[config.mk]
export PLATFORM = sky130hd
export DESIGN_NAME = blink_sequencer
export DESIGN_NICKNAME = d
export VERILOG_FILES = /design/src/rtl/blink_sequencer.sv
export SDC_FILE = /design/constraint.sdc
export NUM_CORES = 1
export LEC_CHECK = 0
export ABC_AREA = 1
export CORE_ASPECT_RATIO = 1.75
export CORE_MARGIN = 1.5
export CORE_UTILIZATION = 40
export DETAILED_ROUTE_END_ITERATION = 16
export PLACE_DENSITY_LB_ADDON = 0.25
export SYNTH_ARGS = -nofsm -noshare
export SYNTH_HDL_FRONTEND = slang
export SYNTH_SLANG_ARGS = --single-unit
[constraint.sdc]
create_clock -name clk -period 4.45 [get_ports clk]
set_clock_uncertainty 0.05 [all_clocks]
set_input_delay 0.6675 -clock clk [delete_from_list [all_inputs] [get_ports clk]]
set_output_delay 0.6675 -clock clk [all_outputs]
set_load 0.01 [all_outputs]
[src/rtl/blink_sequencer.sv]
// Turns 1-cycle event pulses into visible LED blink sequences, queueing
// events that arrive mid-sequence (saturating) and playing them back-to-back.
module blink_sequencer #(
  parameter int ON_CLOCKS   = 10000000,
  parameter int OFF_CLOCKS  = 10000000,
  parameter int BLINKS      = 2,
  parameter int MAX_PENDING = 7,
  localparam int PW = $clog2(MAX_PENDING + 1)
) (
  input  logic          clk,
  input  logic          reset_n,
  input  logic          trig,
  input  logic          cancel,
  output logic          led,
  output logic          busy,
  output logic [PW-1:0] pending,
  output logic          overflow,
  output logic [1:0]    state_dbg
);

  localparam int MAXC = (ON_CLOCKS > OFF_CLOCKS) ? ON_CLOCKS : OFF_CLOCKS;
  localparam int CW   = (MAXC > 1) ? $clog2(MAXC) : 1;
  localparam int BW   = (BLINKS > 1) ? $clog2(BLINKS) : 1;

  localparam logic [CW-1:0] ON_LAST    = CW'(ON_CLOCKS - 1);
  localparam logic [CW-1:0] OFF_LAST   = CW'(OFF_CLOCKS - 1);
  localparam logic [BW-1:0] BLINK_LAST = BW'(BLINKS - 1);
  localparam logic [PW-1:0] PEND_MAX   = PW'(MAX_PENDING);

  typedef enum logic [1:0] {
    IDLE = 2'd0,
    ON   = 2'd1,
    OFF  = 2'd2
  } state_t;

  state_t        state, state_n;
  logic [CW-1:0] cnt, cnt_n;
  logic [BW-1:0] bidx, bidx_n;
  logic [PW-1:0] pend, pend_n;
  logic          ovf, ovf_n;

  logic on_done, off_done, last_blink, seq_end;

  assign on_done    = (cnt == ON_LAST);
  assign off_done   = (cnt == OFF_LAST);
  assign last_blink = (bidx == BLINK_LAST);
  assign seq_end    = (state == OFF) && off_done && last_blink;

  always_ff @(posedge clk or negedge reset_n) begin
    if (!reset_n) begin
      state <= IDLE;
      cnt   <= '0;
      bidx  <= '0;
      pend  <= '0;
      ovf   <= 1'b0;
    end else begin
      state <= state_n;
      cnt   <= cnt_n;
      bidx  <= bidx_n;
      pend  <= pend_n;
      ovf   <= ovf_n;
    end
  end

  always_comb begin
    state_n = state;
    cnt_n   = cnt;
    bidx_n  = bidx;
    pend_n  = pend;
    ovf_n   = 1'b0;
    if (cancel) begin
      state_n = IDLE;
      cnt_n   = '0;
      bidx_n  = '0;
      pend_n  = '0;
    end else begin
      case (state)
        IDLE: begin
          if (trig) begin
            state_n = ON;
            cnt_n   = '0;
            bidx_n  = '0;
          end
        end
        ON: begin
          if (on_done) begin
            state_n = OFF;
            cnt_n   = '0;
          end else begin
            cnt_n = cnt + 1'b1;
          end
        end
        OFF: begin
          if (off_done) begin
            cnt_n = '0;
            if (!last_blink) begin
              state_n = ON;
              bidx_n  = bidx + 1'b1;
            end else if ((pend != '0) || trig) begin
              // Chain straight into the next sequence with no idle gap.
              state_n = ON;
              bidx_n  = '0;
            end else begin
              state_n = IDLE;
              bidx_n  = '0;
            end
          end else begin
            cnt_n = cnt + 1'b1;
          end
        end
        default: begin
          state_n = IDLE;
          cnt_n   = '0;
          bidx_n  = '0;
          pend_n  = '0;
        end
      endcase

      // Queue bookkeeping while busy. At a sequence end a new trig replaces
      // the popped entry (or is started directly when the queue is empty).
      if (state != IDLE) begin
        if (seq_end) begin
          if ((pend != '0) && !trig) pend_n = pend - 1'b1;
        end else if (trig) begin
          if (pend < PEND_MAX) pend_n = pend + 1'b1;
          else                 ovf_n  = 1'b1;
        end
      end
    end
  end

  assign led       = (state == ON);
  assign busy      = (state != IDLE);
  assign pending   = pend;
  assign overflow  = ovf;
  assign state_dbg = state;

endmodule

### Word level (Yosys, flattened, before mapping)

Cells that the tools add are included.

* bits in registers: 31
* output and inout port bits: 8
* bits of input ports: 4

* equal/unequal tests: 7
* $lt $le $gt $ge: 1
* reductions and logical operators: 12
* mux-type cells: 28
* add/subtract/negate cells: 4

Operators with widths (count)
* $mux W24: 3
* $pmux W24 S2: 1
* $add A24 B1 Y24 const B: 1
* $eq A24 B24 Y1 const B: 1
* $mux W3: 7
* $mux W1: 11
* $mux W2: 4
* $ne A3 B3 Y1 const B: 2
* $pmux W2 S3: 1
* $reduce_and A3 Y1: 2
* $add A3 B1 Y3 const B: 1
* $logic_and A1 B1 Y1: 3
* $lt A3 B3 Y1 const B: 1
* $ne A3 B2 Y1 const B: 1
* $pmux W1 S3: 1
* $reduce_bool A3 Y1: 1
* $reduce_or A3 Y1: 1
* $sub A3 B1 Y3 const B: 1
* $eq A2 B1 Y1 const B: 1
* $eq A2 B2 Y1 const B: 1
* $logic_not A2 Y1: 1
* $ne A2 B2 Y1 const B: 1
* $reduce_bool A2 Y1: 1
* $reduce_or A2 Y1: 1
* 3 further kinds: 3

### Longest topological paths before layout

* depth after elaboration: 8
* mapped depth: 11
* gate-level depth less buffers: 11

### Least setup slack after synthesis

Ideal clock, no wire load.

* kind: flip-flop to flip-flop
* start point: register state[0] (netlist: state_dbg[0])
* end point: register cnt[18]
* arrival time: 1.521 ns
* path buffers: 0
* path slack: 2.756 ns
* library setup time: 0.123 ns
* cell stages (with the launch flop): 9
* data required time: 4.277 ns
* cell sequence: dfrtp_1 -> inv_1 -> ha_1 -> nand3_4 -> nand3_2 -> nor2_2 -> nand2_2 -> nor3b_1 -> nor2_1

* longest elaborated chain between the ends: 4
* elaborated cells on any way between the ends: 7
* classes of those cells: eq/ne: 3; mux: 2; reduce/logical: 2

Ends and longest elaborated chain
* from (decl): RTL line 36 `state_t state, state_n;`
* from (signal assigned): RTL line 57 `state <= state_n;`
* $eq A2 B1 Y1 or $eq A2 B2 Y1 (tied branches): RTL line 77 `case (state)`
* $reduce_or A2 Y1 (no line)
* $pmux W24 S2: RTL line 77
* $mux W24: RTL line 71 `if (cancel) begin`
* to (signal assigned): RTL line 58 `cnt <= cnt_n;`
* to (decl): RTL line 37 `logic [CW-1:0] cnt, cnt_n;`

Parallel ways exist; a longest one is shown, timed or not.
A chain may end at the register's enable or synchronous reset.

### Worst setup path in the final report

* start point: register state[0] (netlist: state_dbg[0])
* end point: output busy

* longest elaborated chain between the ends: 1

Ends and longest elaborated chain
* $reduce_bool A2 Y1: RTL line 133 `assign busy = (state != IDLE);`
* to (decl): RTL line 15 `output logic busy,`

Every way passes these cells.

==> impl_results.md <==
- Cells after synthesis: 340
- Worst-path maximum fanout: 6
- Initial antenna violation count: 0
- Max transition margin: 72.1%
- Post-layout nets: 367
- F_max: 386 MHz
- Grt met3 use: 3.16%
- Tmin final: 2.59 ns
- Fillers: 619
- R2R Path Start: state_dbg[0]$_DFFE_PN0P_
- Num CTS Buffers: 5
- Setup tns final: 0 ns
- Post_cts resized: 0
- Via/cell ratio: 5.00
- VDD IR max: 0.189 mV
- Status: complete, no violations
- DR WL/cell: 13.5 um
- Synthesized Nets: 352
- Clk_lat worst skew: 0.29 ns
- Finished Core Util: 46.2%
- Synthesis-stage register bit count: 31
- Total GRT Usage: 21.7%
- RSZ-0062 raised after global routing: no
- Startpoint Class: register
- Busiest layer in global routing: met2
- WHS Path Cells: 2
- Setup Fix Bufs, Post-CTS: 0
- Clk slew on worst S/H paths: 0.07 ns
- Drt drc: 0
- Measured slew at the worst slew-check pin: 0.418 ns
- HP Start: cnt[1]$_DFFE_PN0P_
- Initial DRT Pass Iterations: 4
- Antenna Nets Post-Route: 0
- Synth warn: 0
- DRT iter0 DRCs: 80
- Fin crit share: 58.3%
- R2r endpoint: cnt[22]$_DFFE_PN0P_
- Total congestion overflow: 0
- Synth unique cells: 32
- Largest net degree at the start of global routing: 32
- RePlAce Congestion: 0.932
- Final hold violation count: 0
- Synthesized cell area: 0.00225 mm^2
- Post-Place Cells: 424
- Core area: 0.00550 mm^2
- Leakage power: 1.17 nW
- Port Buffers: 11
- Worst hold path endpoint: cnt[1]$_DFFE_PN0P_
- DP HPWL: 4580 um
- Clk buf depth: 2
- Post-Layout Cell Count: 432
- Critical Path AT: 1.87 ns
- Sink Count: 31
- Clk root buf: clkbuf_8
- Min Hold Slack: 0.476 ns
- Die ar.: 0.00610 mm^2
- GR Util met1: 21.3%
- Worst R2R Setup Slack: 2.54 ns
- Layout cells sized above 1: 7.02%
- Via Count: 2160
- Die width: 59.7 um
- Post-synthesis sequential area ratio: 34.5%
- Pwr per Cell Area: 320 mW/mm^2
- Dpl ws: 1.99 ns
- CTS H-Tree Depth: 2
- Antenna cells: 0
- I/O Pins: 12
- Routed WL: 5840 um
- Post-CTS Hold Fix Bufs: 0
- Avg Cell Area, Syn: 6.62 um^2
- MaxCap Viol Count: 0
- Die height: 102 um
- Crit path kind: register to output port
- Met2 Use GR: 40.2%
- Initial Util: 41.0%
- Core Rows: 36
- CTS tree: built
- Final Max Tran Viols: 0
- Critical path required time: 3.73 ns
- Vias in the first global route: 2187
- First-pass GRT wire length: 9810 um
- Final setup viols: 0
- HP Class: register to register
- Setup ws final: 1.86 ns
- CP endpoint kind: output port
- Area growth syn-to-layout: 12.7%
- FF-to-FF path depth: 10
==> metrics by stage <==
stage | instance area, um^2 | power, mW
3_5_place_dp | 2440 | 0.568
2_1_floorplan | 2250 | 0.486
3_3_place_gp | 2440 | 0.569
6_report | 2540 | 0.811
5_1_grt | 2540 | 0.858
4_1_cts | 2540 | 0.817
==> worst max-delay path: stages, from the launching register on <==
cell	delay, ns
dfrtp_1	0.41
inv_1	0.08
ha_1	0.30
inv_1	0.21
clkdlybuf4s50_1	0.58
==> cells by family after synthesis <==
logic type	after synthesis	synth area share, %
xor+xnor	11	4.28
buf+inv	52	9.28
flops	31	34.5
compound gates	21	4.84
fa+ha+maj	8	4.45
simple gates	217	42.7
==> worst max path at each step <==
stage | end | start | slack, ns | depth (start not counted)
5_1_grt | busy | state_dbg[1]$_DFFE_PN0P_ | 1.77 | 4
3_3_place_gp | cnt[23]$_DFFE_PN0P_ | cancel | 2.06 | 8
6_report | busy | state_dbg[0]$_DFFE_PN0P_ | 1.86 | 4
3_5_place_dp | cnt[22]$_DFFE_PN0P_ | cancel | 1.99 | 10
2_1_floorplan | cnt[18]$_DFFE_PN0P_ | state_dbg[0]$_DFFE_PN0P_ | 2.76 | 8
4_1_cts | busy | state_dbg[0]$_DFFE_PN0P_ | 1.85 | 4
==> cells in the final DEF, fill, tap and decap left out, types with 2 or more instances in the layout <==
cell type         n
nand2_1          91
nor2_1           63
inv_1            46
dfrtp_1          31
nand3_1          30
o21ai_0          12
clkdlybuf4s50_1  11
nand4_1          10
xor2_1            9
ha_1              8
clkbuf_8          7
a21oi_1           6
nor2_2            5
nand2_2           3
nor3_1            3
nand3_2           2
xnor2_1           2
or2_2             2
==> state kept, by name (all words and copies together), names as in the netlist <==
signal	flops
bidx	1
cnt	24
state_dbg	2
pending	3
overflow	1
==> synthesized netlist by cell type, drive strengths merged <==
cell type	n	area share, %
and2	1	0.28
ha	8	4.4
nand3b	1	0.33
clkbuf	1	0.22
a21oi	6	1.3
inv	48	8.1
and3	1	0.28
nand4	10	2.8
o21bai	1	0.33
buf	3	0.94
or2	2	0.56
xnor2	2	0.78
nand2	95	17
o21ai	13	2.9
xor2	9	3.5
nor3	4	1.1
dfrtp	31	34
nor2	68	12
o22ai	1	0.28
nand3	33	8.3
nor3b	1	0.33
nor4	1	0.28
==> power by group <==
part | leakage [nW] | switching (mW) | internal, mW
Sequential | 0.429 | 0.0238 | 0.297
Combinational | 0.691 | 0.146 | 0.0939
Clock | 0.0515 | 0.109 | 0.141
Total | 1.17 | 0.279 | 0.532
==> per-layer routing <==
layer,vias up,part of all wire [%],routed length (um)
met5,-,0,0
met4,0,5.7,332
met3,27,3.4,196
met2,57,54,3170
met1,986,37,2140
li1,1090,-,-
==> final cells by class <==
type / instances / area (um^2) / area share, %
Inverter: 48 / 183 / 7.20
Tap cell: 76 / 95.1 / 3.75
Clock buffer: 8 / 100 / 3.94
Sequential cell: 31 / 776 / 30.6
Multi-Input combinational cell: 257 / 1270 / 49.9
Timing Repair Buffer: 12 / 118 / 4.64
No activity file was read; power rests on OpenSTA's default activity.
